## config.mk

```make
export PLATFORM = sky130hd
export DESIGN_NAME = squeeze_ctrl
export DESIGN_NICKNAME = d
export VERILOG_FILES = /design/src/rtl/squeeze_ctrl.sv
export SDC_FILE = /design/constraint.sdc
export NUM_CORES = 1
export LEC_CHECK = 0
export BUFFER_PORTS_ARGS = -buffer_cell sky130_fd_sc_hd__buf_2
export CAP_MARGIN = 20
export CORE_AREA = 2 2 242 244
export CTS_CLUSTER_SIZE = 30
export DETAILED_ROUTE_END_ITERATION = 6
export DIE_AREA = 0 0 244 246
export SLEW_MARGIN = 20
export SYNTH_ARGS = -nofsm -noshare
export SYNTH_HDL_FRONTEND = slang
export SYNTH_SLANG_ARGS = --single-unit
```

## constraint.sdc

```tcl
create_clock -name clk_i -period 5.8 [get_ports clk_i]
set_input_delay 0.87 -clock clk_i [delete_from_list [all_inputs] [get_ports clk_i]]
set_output_delay 0.87 -clock clk_i [all_outputs]
set_load 0.01 [all_outputs]
```

## src/rtl/squeeze_ctrl.sv

```systemverilog
// Purpose : Keccak squeeze-phase sequencer; walks the byte offset through the squeeze_unit
//           window, registers each window as an AXI-Stream beat, requests permutations.
// Latency : first beat valid one cycle after start is sampled; then one beat per cycle.
// Backpr. : a held beat stays stable until tready; no new window is captured while stalled.
//
// Ports:
//   clk_i, rst_ni              clock, async active-low reset
//   start_i, keccak_mode_i,    start pulse and per-run configuration (sampled on accepted start)
//   rate_i, out_len_i
//   su_*                       squeeze_unit handshake: offset out, window data/keep/last/perm in
//   perm_start_o, perm_done_i  permutation request / completion pulses
//   m_axis_*                   AXI-Stream master output
//   busy_o, done_o             run status
// Mode encoding: only the two SHAKE codes (parameters below) select XOF behaviour; every
// other code is treated as a fixed-length digest ending on su_last_i.
module squeeze_ctrl #(
   parameter int DWIDTH         = 256,
   parameter int LEN_WIDTH      = 16,
   parameter int MODE_SEL_WIDTH = 3,
   parameter int RATE_WIDTH     = 11,
   parameter logic [MODE_SEL_WIDTH-1:0] MODE_SHAKE128 = 'd4,
   parameter logic [MODE_SEL_WIDTH-1:0] MODE_SHAKE256 = 'd5
) (
   input  logic                      clk_i,
   input  logic                      rst_ni,
   input  logic                      start_i,
   input  logic [MODE_SEL_WIDTH-1:0] keccak_mode_i,
   input  logic [RATE_WIDTH-1:0]     rate_i,
   input  logic [LEN_WIDTH-1:0]      out_len_i,
   output logic [RATE_WIDTH-1:0]     su_bytes_squeezed_o,
   input  logic [DWIDTH-1:0]         su_data_i,
   input  logic [DWIDTH/8-1:0]       su_keep_i,
   input  logic                      su_last_i,
   input  logic                      su_perm_needed_i,
   output logic                      perm_start_o,
   input  logic                      perm_done_i,
   output logic [DWIDTH-1:0]         m_axis_tdata_o,
   output logic [DWIDTH/8-1:0]       m_axis_tkeep_o,
   output logic                      m_axis_tlast_o,
   output logic                      m_axis_tvalid_o,
   input  logic                      m_axis_tready_i,
   output logic                      busy_o,
   output logic                      done_o
);

   localparam int BW = DWIDTH / 8;
   // One bit wider than either operand so byte-count arithmetic never overflows.
   localparam int CW = ((LEN_WIDTH > RATE_WIDTH) ? LEN_WIDTH : RATE_WIDTH) + 1;

   typedef enum logic [2:0] {
      S_IDLE, S_SQUEEZE, S_PERM_REQ, S_PERM_WAIT, S_DRAIN, S_FINISH
   } state_t;

   state_t                state_q, state_d;
   logic                  shake_q, shake_d;
   logic [RATE_WIDTH-1:0] rate_bytes_q, rate_bytes_d;
   logic [LEN_WIDTH-1:0]  len_rem_q, len_rem_d;
   logic [RATE_WIDTH-1:0] bsq_q, bsq_d;
   logic [DWIDTH-1:0]     tdata_q, tdata_d;
   logic [BW-1:0]         tkeep_q, tkeep_d;
   logic                  tlast_q, tlast_d;
   logic                  tvalid_q, tvalid_d;

   logic [CW-1:0] rate_rem, len_ext, keep_cnt, beat_bytes;
   logic [BW-1:0] beat_keep;
   logic          beat_last;
   logic          hs, can_cap;

   // Beat sizing for the window at the current offset.
   always_comb begin
      rate_rem  = CW'(rate_bytes_q) - CW'(bsq_q);
      len_ext   = CW'(len_rem_q);
      keep_cnt  = '0;
      for (int i = 0; i < BW; i++) begin
         keep_cnt = keep_cnt + CW'(su_keep_i[i]);
      end
      if (shake_q) begin
         beat_bytes = CW'(BW);
         if (rate_rem < beat_bytes) beat_bytes = rate_rem;
         if (len_ext < beat_bytes)  beat_bytes = len_ext;
      end else begin
         beat_bytes = keep_cnt;
      end
      beat_keep = '0;
      for (int i = 0; i < BW; i++) begin
         beat_keep[i] = (CW'(i) < beat_bytes);
      end
      beat_last = shake_q ? (len_ext == beat_bytes) : su_last_i;
   end

   always_comb begin
      state_d      = state_q;
      shake_d      = shake_q;
      rate_bytes_d = rate_bytes_q;
      len_rem_d    = len_rem_q;
      bsq_d        = bsq_q;
      tdata_d      = tdata_q;
      tkeep_d      = tkeep_q;
      tlast_d      = tlast_q;
      tvalid_d     = tvalid_q;

      hs      = tvalid_q && m_axis_tready_i;
      can_cap = !tvalid_q || m_axis_tready_i;
      // A held beat drains in any state, including while a permutation is in progress.
      if (hs) tvalid_d = 1'b0;

      unique case (state_q)
         S_IDLE: begin
            if (start_i) begin
               shake_d      = (keccak_mode_i == MODE_SHAKE128) || (keccak_mode_i == MODE_SHAKE256);
               rate_bytes_d = RATE_WIDTH'(rate_i >> 3);
               len_rem_d    = out_len_i;
               bsq_d        = '0;
               state_d      = S_SQUEEZE;
            end
         end
         S_SQUEEZE: begin
            // A zero-length XOF is the only way to arrive here with nothing left:
            // a real last beat always diverts to DRAIN. No beat is produced.
            if (shake_q && (len_rem_q == '0)) begin
               state_d = S_FINISH;
            end else if (can_cap) begin
               tdata_d  = su_data_i;
               tkeep_d  = shake_q ? beat_keep : su_keep_i;
               tlast_d  = beat_last;
               tvalid_d = 1'b1;
               bsq_d    = bsq_q + RATE_WIDTH'(beat_bytes);
               if (shake_q) len_rem_d = len_rem_q - LEN_WIDTH'(beat_bytes);
               // Last wins over an exhausted rate: no permutation after the final beat.
               if (beat_last)             state_d = S_DRAIN;
               else if (su_perm_needed_i) state_d = S_PERM_REQ;
            end
         end
         S_PERM_REQ:  state_d = S_PERM_WAIT;
         S_PERM_WAIT: begin
            if (perm_done_i) begin
               bsq_d   = '0;
               state_d = S_SQUEEZE;
            end
         end
         S_DRAIN:  if (hs) state_d = S_FINISH;
         S_FINISH: state_d = S_IDLE;
         default:  state_d = S_IDLE;
      endcase
   end

   always_ff @(posedge clk_i or negedge rst_ni) begin
      if (!rst_ni) begin
         state_q      <= S_IDLE;
         shake_q      <= 1'b0;
         rate_bytes_q <= '0;
         len_rem_q    <= '0;
         bsq_q        <= '0;
         tdata_q      <= '0;
         tkeep_q      <= '0;
         tlast_q      <= 1'b0;
         tvalid_q     <= 1'b0;
      end else begin
         state_q      <= state_d;
         shake_q      <= shake_d;
         rate_bytes_q <= rate_bytes_d;
         len_rem_q    <= len_rem_d;
         bsq_q        <= bsq_d;
         tdata_q      <= tdata_d;
         tkeep_q      <= tkeep_d;
         tlast_q      <= tlast_d;
         tvalid_q     <= tvalid_d;
      end
   end

   // Status outputs decode straight from state so reset clears them immediately.
   assign su_bytes_squeezed_o = bsq_q;
   assign perm_start_o        = (state_q == S_PERM_REQ);
   assign done_o              = (state_q == S_FINISH);
   assign busy_o              = (state_q != S_IDLE);
   assign m_axis_tdata_o      = tdata_q;
   assign m_axis_tkeep_o      = tkeep_q;
   assign m_axis_tlast_o      = tlast_q;
   assign m_axis_tvalid_o     = tvalid_q;

endmodule

```

==> impl_metrics.csv, run 1 <==
group,metric,value,unit
sta,rsz0062_at_grt,"true",
worst_setup_path,crit_path_max_fanout,3,
worst_setup_path,critPathRequiredTime,6.27,ns
pwr,peakVddDrop,0.000733,V
synth,synth-edff-count,0,
worst_setup_path,r2r_slack,-0.69,ns
clocking,cts_tree,"done",
clocking,max-clock-path-buffers,3,
global_routing,grt_pass1_vias,15400,
sta,finalCritPeriodShare,118,%
pwr,p_per_area,872,nW/µm²
pwr,p_sw_share,45.6,%
synth,ys_warn_count,0,
place,place.gp.congestion,0.922,
route,first_pass_iters,5,
place,place_area,20500,µm²
clocking,clk-insertion-delay-late,0.58,ns
clocking,clkTransAtPathRegs,0.07,ns
worst_setup_path,crit_arrival,7.29,ns
synth,synth.area.mux_share,0.801,%
pwr,p_seq_share,21.0,%
global_routing,grt_pass1_wl,90.1,mm
global_routing,antenna_found_initial,16,
route,drtIter0Drc,1021,
clocking,htreeDepth,2,
global_routing,grt-ovfl-total,0,
synth,synth_xor_area_share,1.18,%
die,die_w,244,µm
sta,slew_viol_final,0,
route,wl_per_cell,18.1,µm
synth,yosys-top-cells-area,"dfrtp_1, nand2_1, ha_1",
pwr,intPower,10700,µW
sta,slew_headroom,32.0,%
synth,synthTopCellsByCount,"nand2_1, dfrtp_1, clkbuf_1",
synth,synth_top_area_cell,"dfrtp_1",
sta,hold_ws,0.239,ns
die,start_util,27.2,%
synth,ys_async_sr_fraction,100,%
worst_setup_path,r2r_cells,29,
status,status,"complete, but fails checks",
place,portBuffers,624,
die,die_h,246,µm
global_routing,grt_max_degree,172,
route,drc_errors,0,
worst_setup_path,r2r_start,"rate_bytes_q[0]$_DFFE_PN0P_",
synth,synthAdderAreaFrac,7.47,%
clocking,cts_root_buf,"clkbuf_16",
sta,fmax,0.147,GHz
synth,synth_compound_area_share,8.68,%
place,hpwl,45.7,mm
synth,ys_seq_area_share,52.7,%
min_path,min-delay-path-class,"input port to asynchronous set/reset pin",
synth,avgSynthCellArea,8.64,µm²
sta,tightestPinTransition,1.02,ns
synth,synth_top_family_by_area,"simple AND/OR/NAND/NOR gates",
worst_setup_path,path_class,"input port to flip-flop",
sta,fin_ws,-1.02,ns
worst_setup_path,crit_path_start,"su_keep_i[1]",
pwr,switchingPower,8990,µW
route,antenna_left,0,
pwr,p_comb_share,64.7,%
clocking,holdBufCountCts,0,
synth,yosysUniqueCellTypes,65,
synth,synth_top_cell_area_share,52.7,%
layout,finalInstanceArea,22600,µm²
worst_setup_path,cp-start-kind,"input port",
clocking,cts_sinks,329,
status,violations,"negative setup slack",
pwr,p_leak,0.0122,µW
route,vias_per_cell,4.63,
route,vias,15400,
layout,syn_to_final_growth,44.9,%
die,ios,629,
synth,synth_cells,1808,
synth,synth_ff_type,"dfrtp_1",
synth,ys_ff_latch,329,
worst_setup_path,worstSetupEndpointType,"flip-flop",
layout,nets,2932,
synth,synth-simple-area-share,25.4,%
synth,yosysMostFrequentCell,"nand2_1",
die,dieArea,60000,µm²
sta,finalHoldViolCount,0,
die,rows,88,
sta,finalSetupViolCount,51,
sta,finalCriticalPeriod,6.82,ns
global_routing,grtUsageTotal,19.2,%
synth,synth_area,15600,µm²
flow_run,cap_violations,0,
clocking,numCtsBuffers,40,
worst_setup_path,r2r_end,"len_rem_q[14]$_DFFE_PN0P_",
route,totalWireLength,60.4,mm
sta,finClkSkew,0.0363,ns
layout,drive_above_1_share,36.7,%
worst_setup_path,cp-endpoint,"len_rem_q[14]$_DFFE_PN0P_",
pwr,clkPwrFrac,14.3,%
die,core_region_area,57400,µm²
## stage by stage
step	setup TNS (ns)	total power, µW	std cells	util (%)	setup slack, ns
6_report	-18.04	19700	3333	39.5	-1.02
5_1_grt	-26.54	21100	3329	39.4	-1.18
4_1_cts	-15.72	19000	3319	39.1	-0.941
3_5_place_dp	-53.71	14900	3231	35.8	-1.74
3_3_place_gp	-49.89	14700	3231	35.8	-1.58
2_1_floorplan	-17.03	10300	1816	-	-1.10
## cell usage in the layout (no fill, tap or decap), types with 9 or more instances in the layout
cell,n
nand2_1,840
buf_2,619
dfrtp_1,328
buf_4,115
nor2_1,60
inv_1,56
a21oi_1,46
ha_1,44
clkbuf_16,41
o21ai_0,33
a21oi_2,22
o21ai_1,21
fa_1,20
a21o_1,14
buf_6,13
nor3_1,12
xnor2_1,12
nand3_1,10
a31oi_1,10
and3_1,9
o31ai_1,9
conb_1,9
## cell type report
cell class	count	area, µm²
diodes	7	17.5
clock buffers	57	1170
clock inverters	16	329
fillers	5825	34700
inverters	66	258
multi-input cells	1335	7370
flip-flops and latches	329	8230
well taps	765	957
repair buffers	758	4310
## metal layers
metal / track usage, % / share of wire [%]
met5: 0 / 0.16
met4: 4.70 / 1.8
met3: 5.66 / 8.7
met2: 30.6 / 47
met1: 25.7 / 43
## registers in the layout, indices dropped and copies added, names as in the netlist
register and cells:
shake_q 1, m_axis_tlast_o 1, rate_bytes_q 8, m_axis_tdata_o 256, m_axis_tkeep_o 32, state_q 3, len_rem_q 16, m_axis_tvalid_o 1
su_bytes_squeezed_o 11
## cells by family (layout without fill, tap and decap cells)
| family | after synthesis | in the layout |
|---|---|---|
| multiplexers | 11 | 11 |
| other | 1 | 16 |
| AND/OR/NAND/NOR | 999 | 999 |
| adder cells (fa/ha/maj) | 77 | 77 |
| AO/OA/AOI/OAI | 218 | 218 |
| XOR/XNOR | 21 | 21 |
| flip-flops | 329 | 329 |
| buffers and inverters | 152 | 897 |
## power by group through the flow
stage | clock network, µW | logic, µW | registers (µW)
3_5_place_dp | 0 | 10800 | 4140
3_3_place_gp | 0 | 10600 | 4120
6_report | 2830 | 12800 | 4130
2_1_floorplan | 0 | 5750 | 4510
4_1_cts | 2890 | 12000 | 4130
5_1_grt | 3000 | 13900 | 4270
## repair_timing
item	in CTS	in global routing
resized for setup	69	42
endpoints found under the setup margin	45	59
pin swaps	51	37
buffers inserted	19	12
## worst max-delay path, stage by stage
cell     delay (ns)
buf_8          0.10
fa_1           0.54
inv_2          0.04
fa_2           0.64
fa_1           0.46
fa_1           0.48
fa_1           0.51
fa_1           0.41
inv_1          0.07
ha_2           0.18
fa_2           0.43
nor2b_4        0.13
a221o_2        0.35
buf_6          0.13
fa_2           0.35
nor2b_4        0.14
o21ai_2        0.08
a21oi_2        0.19
o21ai_2        0.10
a21o_1         0.20
a211o_1        0.30
a31oi_2        0.17
xor2_1         0.16
nand2_1        0.06
a31oi_1        0.18
## worst min path at each step
stage                                 endpoint                       startpoint  slack, ns
2_1_floorplan        len_rem_q[13]$_DFFE_PN0P_        len_rem_q[13]$_DFFE_PN0P_       0.48
3_3_place_gp   m_axis_tdata_o[186]$_DFFE_PN0P_  m_axis_tdata_o[186]$_DFFE_PN0P_       0.45
3_5_place_dp   m_axis_tdata_o[159]$_DFFE_PN0P_  m_axis_tdata_o[159]$_DFFE_PN0P_       0.46
4_1_cts         m_axis_tkeep_o[13]$_DFFE_PN0P_                           rst_ni       0.22
5_1_grt         m_axis_tkeep_o[13]$_DFFE_PN0P_                           rst_ni       0.24
6_report        m_axis_tkeep_o[13]$_DFFE_PN0P_                           rst_ni       0.24
No activity file was read; power rests on OpenSTA's default activity.
==> inputs of run 2 (changes only) <==
==> constraint.sdc (replaced) <==
create_clock -name clk_i -period 5.8 [get_ports clk_i]
set_input_delay 0.58 -clock clk_i [delete_from_list [all_inputs] [get_ports clk_i]]
set_output_delay 0.58 -clock clk_i [all_outputs]
set_load 0.01 [all_outputs]
==> run 2 against run 1 <==
Sequential power about the same. Register-to-register slack gained 0.25 ns. Largest cell class unchanged. Critical endpoint unchanged. Core utilization shrank 0.21 points. The flow still finishes with violations (negative setup slack).
==> impl_metrics.csv, run 2 (synthesis gave the netlist of run 1 again) <==
group,metric,value,unit
sta,finalHoldViolCount,0,
pwr,p_seq_share,21.3,%
clocking,numCtsBuffers,40,
pwr,clkPwrFrac,12.8,%
route,first_pass_iters,5,
sta,hold_ws,0.197,ns
worst_setup_path,crit_path_max_fanout,3,
worst_setup_path,worstSetupEndpointType,"flip-flop",
place,place_ws,-1.42,ns
clocking,max-clock-path-buffers,3,
min_path,min-delay-path-class,"input port to flip-flop",
clocking,clkTransAtPathRegs,0.06,ns
status,status,"complete, but fails checks",
global_routing,grtUsageTotal,19.0,%
layout,syn_to_final_growth,44.2,%
worst_setup_path,crit_arrival,7.08,ns
sta,fmax,0.152,GHz
pwr,peakVddDrop,0.000768,V
place,portBuffers,624,
worst_setup_path,critPathRequiredTime,6.29,ns
clocking,cts_tree,"done",
pwr,switchingPower,8800,µW
sta,finalCritPeriodShare,114,%
pwr,p_comb_share,65.9,%
global_routing,antenna_found_initial,22,
global_routing,grt_max_degree,148,
sta,finalSetupViolCount,33,
route,vias_per_cell,4.61,
route,totalWireLength,59.5,mm
place,place.gp.congestion,0.908,
clocking,cts_root_buf,"clkbuf_16",
clocking,clk-insertion-delay-late,0.57,ns
layout,largest_register_ffs,256,
sta,rsz0062_at_grt,"true",
die,core_region_area,57400,µm²
global_routing,grt_pass1_wl,88.8,mm
route,drc_errors,0,
die,dieArea,60000,µm²
sta,fin_ws,-0.794,ns
die,start_util,27.2,%
global_routing,grt_pass1_vias,15200,
route,wl_per_cell,17.8,µm
clocking,htreeDepth,2,
place,hpwl,45.5,mm
route,antenna_left,0,
sta,slew_headroom,32.7,%
die,die_w,244,µm
pwr,intPower,10600,µW
route,drtIter0Drc,843,
die,die_h,246,µm
place,place_area,20500,µm²
clocking,cts_sinks,329,
pwr,p_sw_share,45.4,%
die,rows,88,
worst_setup_path,path_class,"input port to flip-flop",
layout,layout_commonest_cell,"nand2_1",
pwr,p_leak,0.0122,µW
status,violations,"negative setup slack",
sta,finClkSkew,0.0130,ns
sta,slew_viol_final,0,
pwr,p_per_area,861,nW/µm²
sta,tightestPinTransition,1.01,ns
layout,fillers,5871,
layout,layout_common_cells,"nand2_1, buf_2, dfrtp_1, buf_4, nor2_1",
layout,finalInstanceArea,22500,µm²
layout,drive_above_1_share,36.5,%
worst_setup_path,cp-start-kind,"input port",
sta,finalCriticalPeriod,6.59,ns
die,ios,629,
layout,nets,2945,
route,vias,15400,
global_routing,grt-ovfl-total,0,
flow_run,cap_violations,0,
==> run 2: layout make-up <==
class,count,area [µm²],area share [%]
repair buffers,771,4380,19.5
flip-flops and latches,329,8230,36.6
inverters,66,258,1.14
diodes,11,27.5,0.122
clock inverters,12,125,0.556
multi-input cells,1335,7350,32.7
well taps,765,957,4.25
clock buffers,60,1180,5.22
==> run 2: power groups by stage <==
stage | Clock (µW) | Sequential [µW] | Combinational [µW]
after floorplan | 0 | 4510 | 5670
after global placement | 0 | 4110 | 10500
after detailed placement | 0 | 4140 | 10700
after CTS | 2570 | 4130 | 11600
after global routing | 2640 | 4270 | 13900
final | 2490 | 4130 | 12800
==> run 2: worst max-delay path, cell delays in order <==
cell     delay [ns]
buf_6          0.10
fa_1           0.56
inv_2          0.05
fa_2           0.57
inv_2          0.05
fa_1           0.49
inv_1          0.06
fa_1           0.46
fa_1           0.50
fa_1           0.51
inv_2          0.05
ha_4           0.15
fa_2           0.41
nor2b_4        0.13
a221o_1        0.34
buf_4          0.16
fa_2           0.36
nor2b_4        0.14
o21ai_2        0.08
a21oi_2        0.15
o21ai_2        0.09
a21o_1         0.21
a211o_1        0.30
a31oi_2        0.19
xor2_1         0.16
nand2_1        0.08
a31oi_1        0.17
==> run 2: what timing repair did <==
| item | CTS | global route |
|---|---|---|
| hold buffers | 1 | 0 |
| endpoints found under the hold margin | 44 | 0 |
| setup buffers | 20 | 15 |
| pin swaps | 24 | 38 |
| endpoints found under the setup margin | 30 | 52 |
| cloned | 0 | 0 |
| gates resized for setup | 26 | 76 |
==> run 2: routing by layer <==
layer / up-vias / wire (µm) / GRT usage [%] / part of all wire [%]
li1: 7277 / - / - / -
met1: 7423 / 25200 / 25.0 / 42
met2: 594 / 26600 / 28.9 / 45
met3: 123 / 5600 / 6.82 / 9.4
met4: 24 / 1940 / 6.74 / 3.3
met5: - / 146 / 0 / 0.25
==> run 2: path summary, 6_finish.rpt <==
kind                                                from                         endpoint  slack, ns  cells after the start
max                                        su_keep_i[17]        len_rem_q[14]$_DFFE_PN0P_      -0.79                     27
min                                       su_data_i[172]  m_axis_tdata_o[172]$_DFFE_PN0P_       0.20                      3
max reg2reg                  rate_bytes_q[0]$_DFFE_PN0P_        len_rem_q[14]$_DFFE_PN0P_      -0.44                     30
min reg2reg                m_axis_tdata_o[9]$_DFFE_PN0P_    m_axis_tdata_o[9]$_DFFE_PN0P_       0.47                      2
max in group asynchronous                         rst_ni  m_axis_tdata_o[122]$_DFFE_PN0P_       3.91                      3
min in group asynchronous                         rst_ni        m_axis_tvalid_o$_DFF_PN0_       0.59                      2
==> run 2: metrics by stage <==
step	total power [µW]	cells	utilization, %	TNS (ns)
after global routing	20800	3340	39.2	-17.65
after floorplan	10200	1816	-	-9.19
final	19400	3349	39.2	-12.06
after global placement	14600	3240	35.8	-38.64
after CTS	18300	3333	38.6	-10.72
after detailed placement	14900	3240	35.8	-38.87
==> inputs of run 3 (changes only) <==
--- a/config.mk
+++ b/config.mk
@@ -7,10 +7,10 @@
 export LEC_CHECK = 0
 export BUFFER_PORTS_ARGS = -buffer_cell sky130_fd_sc_hd__buf_2
 export CAP_MARGIN = 20
-export CORE_AREA = 2 2 242 244
+export CORE_AREA = 4 4 244 246
 export CTS_CLUSTER_SIZE = 30
 export DETAILED_ROUTE_END_ITERATION = 6
-export DIE_AREA = 0 0 244 246
+export DIE_AREA = 0 0 248 250
 export SLEW_MARGIN = 20
 export SYNTH_ARGS = -nofsm -noshare
 export SYNTH_HDL_FRONTEND = slang
==> run 3 against run 2 <==
Fmax increased by 1.6%. Count of clock-buffer cells in the layout decreased by 5. Critical path type unchanged. Core utilization decreased by 0.061 points. Wire length increased by 1.3%. Sequential share of layout area increased by 0.051 points. Clock skew decreased by 0.00070 ns. Critical endpoint is now su_bytes_squeezed_o[10]$_DFFE_PN0P_. Via count decreased by 0.49%. The run still ends with negative setup slack left.
==> impl_metrics.csv, run 3 (synthesis gave the netlist of run 1 again) <==
group,metric,value,unit
status,status,"complete, but fails checks",
status,violations,"negative setup slack",
worst_setup_path,path_class,"input port to flip-flop",
min_path,min-delay-path-class,"input port to flip-flop",
pwr,switchingPower,8570,µW
worst_setup_path,crit_path_max_fanout,4,
pwr,peakVddDrop,0.000886,V
layout,layout_commonest_cell,"nand2_1",
flow_run,cap_violations,0,
pwr,p_seq_share,21.5,%
clocking,cts_root_buf,"clkbuf_16",
pwr,power,19200,µW
die,dieArea,62000,µm²
layout,nets,2936,
clocking,max-clock-path-buffers,3,
sta,finalSetupViolCount,24,
worst_setup_path,critPathRequiredTime,6.28,ns
sta,slew_headroom,28.0,%
sta,fin_ws,-0.693,ns
sta,finClkSkew,0.0123,ns
layout,ff_latch_area,8230,µm²
clocking,cts_tree,"done",
place,hpwl,45.9,mm
route,first_pass_iters,5,
sta,hold_ws,0.211,ns
pwr,p_per_area,853,nW/µm²
place,portBuffers,624,
layout,largest_register_ffs,256,
clocking,htreeDepth,2,
route,vias,15400,
route,drtIter0Drc,1278,
die,die_w,248,µm
place,place_ws,-1.35,ns
global_routing,grt_max_degree,166,
die,die_h,250,µm
clocking,numCtsBuffers,40,
route,totalWireLength,60.3,mm
route,antenna_left,0,
sta,finalCritPeriodShare,112,%
place,place.gp.congestion,0.944,
global_routing,grtUsageTotal,18.8,%
global_routing,grt_pass1_wl,92.2,mm
sta,tightestPinTransition,1.08,ns
sta,rsz0062_at_grt,"true",
worst_setup_path,critPathSlowestCell,"fa_2",
clocking,cts_sinks,329,
layout,finalInstanceArea,22500,µm²
pwr,clkPwrFrac,14.1,%
layout,syn_to_final_growth,43.9,%
route,vias_per_cell,4.61,
worst_setup_path,cp_num_buf_inv,7,
sta,finalCriticalPeriod,6.49,ns
layout,fillers,5841,
route,wl_per_cell,18.1,µm
die,start_util,27.2,%
route,drc_errors,0,
pwr,p_leak,0.0122,µW
worst_setup_path,worstSetupEndpointType,"flip-flop",
die,ios,629,
worst_setup_path,critPathTopFamily,"adder cells",
pwr,p_sw_share,44.7,%
die,core_region_area,57400,µm²
pwr,p_comb_share,64.4,%
worst_setup_path,cp-start-kind,"input port",
layout,final_util,39.2,%
clocking,clkTransAtPathRegs,0.06,ns
clocking,clk-insertion-delay-late,0.56,ns
worst_setup_path,crit_arrival,6.97,ns
die,rows,88,
worst_setup_path,cpMostUsedCell,"fa_1",
worst_setup_path,max_stage_delay,0.57,ns
layout,layout_common_cells,"nand2_1, buf_2, dfrtp_1, buf_4, nor2_1",
sta,finalHoldViolCount,0,
global_routing,antenna_found_initial,16,
layout,drive_above_1_share,36.5,%
place,place_area,20500,µm²
pwr,intPower,10600,µW
sta,fmax,0.154,GHz
sta,slew_viol_final,0,
global_routing,grt-ovfl-total,0,
layout,multi_input_area,7300,µm²
global_routing,grt_pass1_vias,15700,
-- run 3: cell count changes in the layout (fill, tap and decap cells not counted), moves of 3 or more --
cell / delta
a211oi_2: -3
a21oi_1: +3
a21oi_2: -3
buf_4: -5
buf_6: -3
bufinv_16: +5
clkbuf_1: -5
diode_2: -6
inv_2: +3
-- run 3: worst paths after layout --
| path | end | cells past startpoint | from | slack, ns |
|---|---|---|---|---|
| setup / recovery | su_bytes_squeezed_o[10]$_DFFE_PN0P_ | 28 | su_keep_i[17] | -0.69 |
| hold / removal | m_axis_tdata_o[85]$_DFFE_PN0P_ | 3 | su_data_i[85] | 0.21 |
| setup reg to reg | su_bytes_squeezed_o[10]$_DFFE_PN0P_ | 29 | rate_bytes_q[0]$_DFFE_PN0P_ | -0.47 |
| hold reg to reg | m_axis_tdata_o[186]$_DFFE_PN0P_ | 2 | m_axis_tdata_o[186]$_DFFE_PN0P_ | 0.47 |
| max in group asynchronous | m_axis_tdata_o[182]$_DFFE_PN0P_ | 3 | rst_ni | 4.13 |
| min in group asynchronous | m_axis_tdata_o[51]$_DFFE_PN0P_ | 2 | rst_ni | 0.45 |
-- run 3: tightest hold or removal path: cells and delay by family --
kind | cells | cell delay, ns
and+or+nand+nor | 2 | 0.08
buffers and inverters | 1 | 0.07
-- run 3: per-stage QoR --
stage,instances,TNS (ns)
final,3334,-9.72
after global routing,3332,-14.35
after CTS,3322,-7.75
after detailed placement,3236,-38.60
after global placement,3236,-35.71
after floorplan,1816,-9.19
-- run 3: power by group through the flow --
| stage | sequential (µW) | clock [µW] | combinational [µW] |
|---|---|---|---|
| floorplan | 4510 | 0 | 5670 |
| global placement | 4100 | 0 | 10300 |
| detailed placement | 4120 | 0 | 10600 |
| CTS | 4120 | 2780 | 11500 |
| global route | 4270 | 2880 | 13500 |
| finish | 4120 | 2710 | 12300 |
-- run 3: cell type report --
cell class | instances | share of cell area (%)
Sequential cell | 329 | 36.6
Tap cell | 765 | 4.26
Clock buffer | 55 | 5.15
Inverter | 66 | 1.14
Timing Repair Buffer | 762 | 19.1
Multi-Input combinational cell | 1335 | 32.5
Clock inverter | 17 | 1.20
Antenna cell | 5 | 0.0557
-- run 3: per-layer routing --
layer	global-route usage, %	vias to the layer above	share of wire [%]
li1	-	7239	-
met1	24.6	7353	42
met2	30.0	627	46
met3	5.21	128	8.8
met4	6.53	18	3.4
met5	0	-	0.18
-- run 3: repair_timing --
action                                  4_1_cts  5_1_grt
hold buffers                                  1        0
resized for setup                            46       43
setup buffers                                14       13
pin swaps                                    38       35
endpoints found under the hold margin        18        0
endpoints found under the setup margin       31       45
